$ cat src/rtl/ysyx_22050243_id_ex_ff.sv
// ID/EX pipeline register: carries decoded operands and control bits into EX,
// with flush/hold/bubble handling and saturating bubble/flush event counters.
module ysyx_22050243_id_ex_ff #(
    parameter int GPR_ADDR_WIDTH = 5,
    parameter int XLEN           = 64,
    parameter int ALUOP_WIDTH    = 5
) (
    input  logic                      clk,
    input  logic                      rst,
    input  logic                      id_valid,
    input  logic [XLEN-1:0]           id_pc,
    input  logic [XLEN-1:0]           id_rs1_data,
    input  logic [XLEN-1:0]           id_rs2_data,
    input  logic [XLEN-1:0]           id_imm,
    input  logic [GPR_ADDR_WIDTH-1:0] id_rd,
    input  logic                      id_rd_wen,
    input  logic                      id_mem_r,
    input  logic                      id_mem_w,
    input  logic                      id_csr_r,
    input  logic [ALUOP_WIDTH-1:0]    id_alu_op,
    input  logic                      stall,
    input  logic                      flush,
    input  logic                      ex_ready,
    output logic                      id_ready,
    output logic                      ex_valid,
    output logic [XLEN-1:0]           ex_pc,
    output logic [XLEN-1:0]           ex_rs1_data,
    output logic [XLEN-1:0]           ex_rs2_data,
    output logic [XLEN-1:0]           ex_imm,
    output logic [GPR_ADDR_WIDTH-1:0] rd_id_2_ex_ff,
    output logic                      ex_rd_wen,
    output logic                      mem_r_id_2_ex_ff,
    output logic                      ex_mem_w,
    output logic                      csr_r_id_2_ex_ff,
    output logic [ALUOP_WIDTH-1:0]    ex_alu_op,
    output logic [31:0]               bubble_cnt,
    output logic [31:0]               flush_cnt
);

    typedef struct packed {
        logic                      valid;
        logic [GPR_ADDR_WIDTH-1:0] rd;
        logic                      rd_wen;
        logic                      mem_r;
        logic                      mem_w;
        logic                      csr_r;
        logic [ALUOP_WIDTH-1:0]    alu_op;
    } ctrl_t;

    typedef struct packed {
        logic [XLEN-1:0] pc;
        logic [XLEN-1:0] rs1;
        logic [XLEN-1:0] rs2;
        logic [XLEN-1:0] imm;
    } data_t;

    typedef enum logic [1:0] {
        ACT_LOAD   = 2'd0,
        ACT_BUBBLE = 2'd1,
        ACT_HOLD   = 2'd2,
        ACT_FLUSH  = 2'd3
    } action_e;

    ctrl_t       ctrl_q, ctrl_d, id_ctrl;
    data_t       data_q, data_d, id_data;
    logic [31:0] bubble_cnt_q, bubble_cnt_d;
    logic [31:0] flush_cnt_q, flush_cnt_d;
    action_e     action;

    function automatic logic [31:0] sat_inc(input logic [31:0] v);
        return (v == 32'hFFFF_FFFF) ? v : v + 32'd1;
    endfunction

    assign id_ready = ex_ready & ~stall & ~flush;

    // Flush outranks hold so a redirect kills the EX slot even while EX is busy.
    always_comb begin
        if (flush)          action = ACT_FLUSH;
        else if (!ex_ready) action = ACT_HOLD;
        else if (stall)     action = ACT_BUBBLE;
        else                action = ACT_LOAD;
    end

    // An invalid decode slot loads as all-zero control so no stale rd reaches the hazard unit.
    always_comb begin
        id_ctrl        = '0;
        id_data.pc     = id_pc;
        id_data.rs1    = id_rs1_data;
        id_data.rs2    = id_rs2_data;
        id_data.imm    = id_imm;
        if (id_valid) begin
            id_ctrl.valid  = 1'b1;
            id_ctrl.rd     = id_rd;
            id_ctrl.rd_wen = id_rd_wen;
            id_ctrl.mem_r  = id_mem_r;
            id_ctrl.mem_w  = id_mem_w;
            id_ctrl.csr_r  = id_csr_r;
            id_ctrl.alu_op = id_alu_op;
        end
    end

    always_comb begin
        ctrl_d       = ctrl_q;
        data_d       = data_q;
        bubble_cnt_d = bubble_cnt_q;
        flush_cnt_d  = flush_cnt_q;
        unique case (action)
            ACT_FLUSH: begin
                ctrl_d      = '0;
                flush_cnt_d = sat_inc(flush_cnt_q);
            end
            ACT_HOLD: begin
            end
            ACT_BUBBLE: begin
                ctrl_d       = '0;
                bubble_cnt_d = sat_inc(bubble_cnt_q);
            end
            ACT_LOAD: begin
                ctrl_d = id_ctrl;
                data_d = id_data;
            end
            default: begin
            end
        endcase
    end

    always_ff @(posedge clk or posedge rst) begin
        if (rst) begin
            ctrl_q       <= '0;
            data_q       <= '0;
            bubble_cnt_q <= '0;
            flush_cnt_q  <= '0;
        end else begin
            ctrl_q       <= ctrl_d;
            data_q       <= data_d;
            bubble_cnt_q <= bubble_cnt_d;
            flush_cnt_q  <= flush_cnt_d;
        end
    end

    assign ex_valid         = ctrl_q.valid;
    assign rd_id_2_ex_ff    = ctrl_q.rd;
    assign ex_rd_wen        = ctrl_q.rd_wen;
    assign mem_r_id_2_ex_ff = ctrl_q.mem_r;
    assign ex_mem_w         = ctrl_q.mem_w;
    assign csr_r_id_2_ex_ff = ctrl_q.csr_r;
    assign ex_alu_op        = ctrl_q.alu_op;
    assign ex_pc            = data_q.pc;
    assign ex_rs1_data      = data_q.rs1;
    assign ex_rs2_data      = data_q.rs2;
    assign ex_imm           = data_q.imm;
    assign bubble_cnt       = bubble_cnt_q;
    assign flush_cnt        = flush_cnt_q;

`ifndef SYNTHESIS
    a_ctrl_zero_when_invalid : assert property (
        @(posedge clk) disable iff (rst) !ctrl_q.valid |-> (ctrl_q == '0));
`endif

endmodule

$ cat config.mk
export PLATFORM = sky130hd
export DESIGN_NAME = ysyx_22050243_id_ex_ff
export DESIGN_NICKNAME = d
export VERILOG_FILES = /design/src/rtl/ysyx_22050243_id_ex_ff.sv
export SDC_FILE = /design/constraint.sdc
export NUM_CORES = 1
export LEC_CHECK = 0
export BUFFER_PORTS_ARGS = -buffer_cell sky130_fd_sc_hd__buf_2
export CORE_AREA = 10 10 229 231
export CTS_BUF_LIST = sky130_fd_sc_hd__clkbuf_8
export DETAILED_ROUTE_END_ITERATION = 12
export DIE_AREA = 0 0 239 241
export PLACE_DENSITY_LB_ADDON = 0.3
export SYNTH_ARGS = -nofsm -noshare
export SYNTH_HDL_FRONTEND = slang
export SYNTH_SLANG_ARGS = --single-unit
$ cat constraint.sdc
create_clock -name clk -period 17.2 [get_ports clk]
set_input_delay 0.86 -clock clk [delete_from_list [all_inputs] [get_ports clk]]
set_output_delay 0.86 -clock clk [all_outputs]
set_load 0.05 [all_outputs]
* Yosys cells after proc, flatten, opt, wreduce, memory -nomap -nowiden *
Cells that the tools add are included.

storage, ports and cells
  bits in registers = 335
  bits of input ports = 276
  output and inout port bits = 336
  logic and storage cells = 35

cells by class
  add/sub/neg operators = 2
  equality and inequality tests = 4
  mux-type cells = 5
  bitwise operators = 6
  reductions and logical operators = 5

operators by type and width
  operator               count
  $add 32x1->32 const B  2
  $eq 32x32->1 const B   2
  $pmux 15 s2            1
  $mux 15                1
  $mux 2                 2
  $not 1->1              4
  $reduce_and 2->1       2
  $and 1x1->1            2
  $eq 2x1->1 const B     1
  $eq 2x2->1 const B     1
  $logic_not 2->1        1
  $reduce_bool 2->1      1
  $reduce_or 2->1        1
  $mux 1                 1

* Longest topological paths before layout *
  word-level depth = 6
  mapped depth = 7
  mapped depth without buffers = 6

* Worst setup path after synthesis *
Ideal clock, no wire load.

  path type = input to output
  start = input flush
  end = output id_ready
  arrival = 2.179 ns
  required time = 16.340 ns
  slack = 14.161 ns
  cell stages on the path = 4
  buffers on the path = 3
  path through = clkbuf_1 -> nor3b_1 -> clkbuf_1 -> buf_2

between the ends
  longest elaborated chain between the ends = 2

RTL lines
  what                RTL line  RTL
  start: declaration  22        input logic flush,
  $not 1->1           74        assign id_ready = ex_ready & ~stall & ~flush;
  $and 1x1->1         74
  end: declaration    24        output logic id_ready,

Every way passes these cells.

* Worst setup path in the final report *
  start = input flush
  end = register data_q, in the netlist ex_imm[29]

between the ends
  longest elaborated chain between the ends = 2

RTL lines
  what                    RTL line  RTL
  $mux 2                  78        if (flush) action = ACT_FLUSH;
  $logic_not 2->1         107       unique case (action)
  end signal: assignment  135       data_q <= data_d;
  end: declaration        65        data_t data_q, data_d, id_data;

Every way passes these cells.
A chain may end at the register's enable or synchronous reset.

==> results_dict.tcl <==
set metrics [dict create \
    crit_top_cell "buf_4" \
    via_per_inst 4.47 \
    drt_iter0_drc 458 \
    finalSetupViolCount 0 \
    reg2reg_slack_ns 14.35 \
    synth.mux.area_fraction_pct 22.2 \
    core.rowCount 80 \
    drt_first_pass_iters 4 \
    cp_num_buf_inv 4 \
    synth_seq_area_share_pct 64.0 \
    syn_inst 876 \
    initial_utilization_pct 27.6 \
    worstMarginPinSlew_ns 1.20 \
    worstPathMaxFanout 69 \
    cts_resized 0 \
    numCtsBuffers 59 \
    power_density_nw_per_um2 143 \
    drt_wl_total_mm 43.8 \
    grt_pass1_wl_mm 64.5 \
    async_flop_share_pct 100 \
    synth_edf_count 0 \
    cts-root-buf "clkbuf_8" \
    r2r_start "flush_cnt[0]$_DFFE_PP0P_" \
    synthesis.yosys.warnings 0 \
    die_w_um 239 \
    portBuffers 611 \
    fin_skew_ns 0.0161 \
    area_growth_pct 37.8 \
    synth.avg_cell_area_um2 15.0 \
    rsz0062_at_grt "no" \
    leakagePower_uw 0.00877 \
    synth_ff_type "dfrtp_1" \
    grt_max_degree 130 \
    cp.required_ns 17.70 \
    r2r_cells 6 \
    yosysTopAreaCellShare_pct 64.0 \
    fmax_ghz 0.294 \
    fill_cells 4707 \
    synth_nets 1154 \
    yosysMostFrequentCell "dfrtp_1" \
    synth_top_cell_by_area "dfrtp_1" \
    cts_setup_buffers 0 \
    max_stage_delay_ns 0.79 \
    crit_family "buffers and inverters" \
    slowest_stage "buf_4" \
    antenna_found_initial 2 \
    synth-xor-area-share_pct 3.74 \
    synth_top_family_by_area "multiplexers" \
    synthTopCellsByArea "dfrtp_1, mux2_2, xnor2_1, nand4_1, nand3_1" \
    finalNetCount 1797 \
    antennaDiodeCount 0 \
    wire_per_inst_um 20.1 \
    drc 0 \
    grt_pass1_vias 10500 \
    track_usage_pct 14.4 \
    cts_buffer_depth 3 \
    cts_sinks 335 \
    num_vias 9734 \
    max_slew_margin_pct 19.9 \
    synth-seq-cells 335 \
    synth_area_um2 13100 \
    die_h_um 241 \
    die_area_um2 57600 \
    final_layout_size_suffix_gt1_share_pct 62.7 \
    synth-simple-area-share_pct 6.67 \
    synthAdderAreaFrac_pct 0.191 \
    clock_latency_ns 0.63 \
    crit_chain "buf_2 > nor3b_2 > buf_4 > buf_4 > buf_4 > mux2_2" \
    grt_overflow 0 \
    final_cell_count_no_fill 2176 \
    dp_cells 2073 \
    ctsHtreeMaxLevel 2 \
    routabilityCongestion 0.831 \
    reg2reg_to "flush_cnt[1]$_DFFE_PP0P_" \
    ios 612 \
    post-dp-hpwl_mm 33.7 \
    slew_viol_final 0 \
    critPathLaunchType "input port" \
    antenna_left 0 \
    core-area_um2 47500 \
    period_share_pct 19.8 \
    max_cap_viol_count 0 \
    synth.distinct_cells 43 \
    vdd_drop_max_uv 84.3 \
    setup_tns_ns 0 \
    synthTopCellsByCount "dfrtp_1, mux2_2, xnor2_1, nand4_1, nand3_1" \
    fin_crit_ns 3.40 \
    clk_pin_slew_ns 0.06 \
    cts_hold_buf 0 \
    status "completed" \
    end_kind "flip-flop" \
    synth-compound-area-share_pct 1.83 \
    cts_tree "yes" \
    hold_path_class "in -> async" \
    crit_arrival_ns 3.90 \
    crit_type "in -> reg" \
    hold_viol 0 \
]
[worst max path at each step]
stage | from | end | depth (start not counted)
2_1_floorplan | rst | bubble_cnt[0]$_DFFE_PP0P_ | 1
3_3_place_gp | flush | ex_pc[0]$_DFFE_PP0P_ | 6
3_5_place_dp | flush | ex_pc[46]$_DFFE_PP0P_ | 6
4_1_cts | flush | ex_imm[29]$_DFFE_PP0P_ | 6
5_1_grt | flush | ex_imm[63]$_DFFE_PP0P_ | 6
6_report | flush | ex_imm[29]$_DFFE_PP0P_ | 6
[per-stage QoR]
step           instance area, um2  utilization (%)  hold WS (ns)  power (uW)  setup WS, ns
6_report                    18100             38.0         0.423        2590         13.80
5_1_grt                     18100             38.0         0.396        2710         13.71
4_1_cts                     18100             38.0         0.382        2630         13.84
3_5_place_dp                16800             35.4         0.465        1870         13.14
3_3_place_gp                16800             35.4         0.458        1860         13.16
2_1_floorplan               13100                -         0.801        1620          7.06
[registers in the layout, summed over array words and instances, names as in the netlist]
name,count
ex_imm,64
ex_pc,64
ex_rs1_data,64
ex_rs2_data,64
bubble_cnt,32
flush_cnt,32
ex_alu_op,5
rd_id_2_ex_ff,5
csr_r_id_2_ex_ff,1
ex_mem_w,1
ex_rd_wen,1
ex_valid,1
mem_r_id_2_ex_ff,1
[final cells by class]
type / count / area, um2 / area share [%]
tap: 615 / 769 / 4.26
sequential: 335 / 8380 / 46.4
inverter: 6 / 30.0 / 0.166
timing repair buffer: 618 / 3110 / 17.2
multi-input combinational: 499 / 4540 / 25.1
clock inverter: 25 / 148 / 0.818
clock buffer: 78 / 1070 / 5.95
[cells in the final DEF (no fill, tap or decap), types with 3 or more instances in the layout]
cell,instances
o211ai_1,3
and3_1,7
a22o_1,14
inv_1,18
buf_4,7
dfrtp_1,335
nand2_1,20
clkinv_2,6
mux2_2,258
and4_1,6
nor3_2,3
xor2_1,15
nor4_1,5
clkinvlp_4,4
nor2_1,25
or4_1,3
and2_1,4
nand3_1,27
or3_1,3
nand4_1,30
buf_2,611
xnor2_1,41
nor3_1,7
clkbuf_8,78
[worst reg2reg max path: cells and delay by family (launching register included)]
kind | cells | cell delay [ns]
multiplexers | 1 | 0.36
AND/OR/NAND/NOR | 4 | 1.58
flip-flops | 1 | 0.43
adder cells (fa/ha/maj) | 1 | 0.36
[kinds of logic after synthesis]
| kind of cell | after synthesis |
|---|---|
| buffers and inverters | 42 |
| adder cells (fa/ha/maj) | 2 |
| multiplexers | 258 |
| flip-flops | 335 |
| AND/OR/NAND/NOR | 153 |
| XOR/XNOR | 56 |
| AO/OA/AOI/OAI | 30 |
[routing by layer]
layer | share of wire (%) | routed length, um | vias to the layer above | global-route usage [%]
met5 | 0.030 | 13 | - | 0
met4 | 1.8 | 796 | 2 | 3.92
met3 | 10 | 4400 | 58 | 5.95
met2 | 52 | 22600 | 427 | 25.2
met1 | 36 | 16000 | 4802 | 15.7
li1 | - | - | 4445 | -
[power breakdown]
group | switching (uW) | leakage (uW) | internal (uW)
sequential | 81.1 | 0.00409 | 918
clock | 324 | 0.000672 | 418
combinational | 632 | 0.00401 | 215
total | 1040 | 0.00877 | 1550
Note: power is estimated with default switching activity, not from simulation.
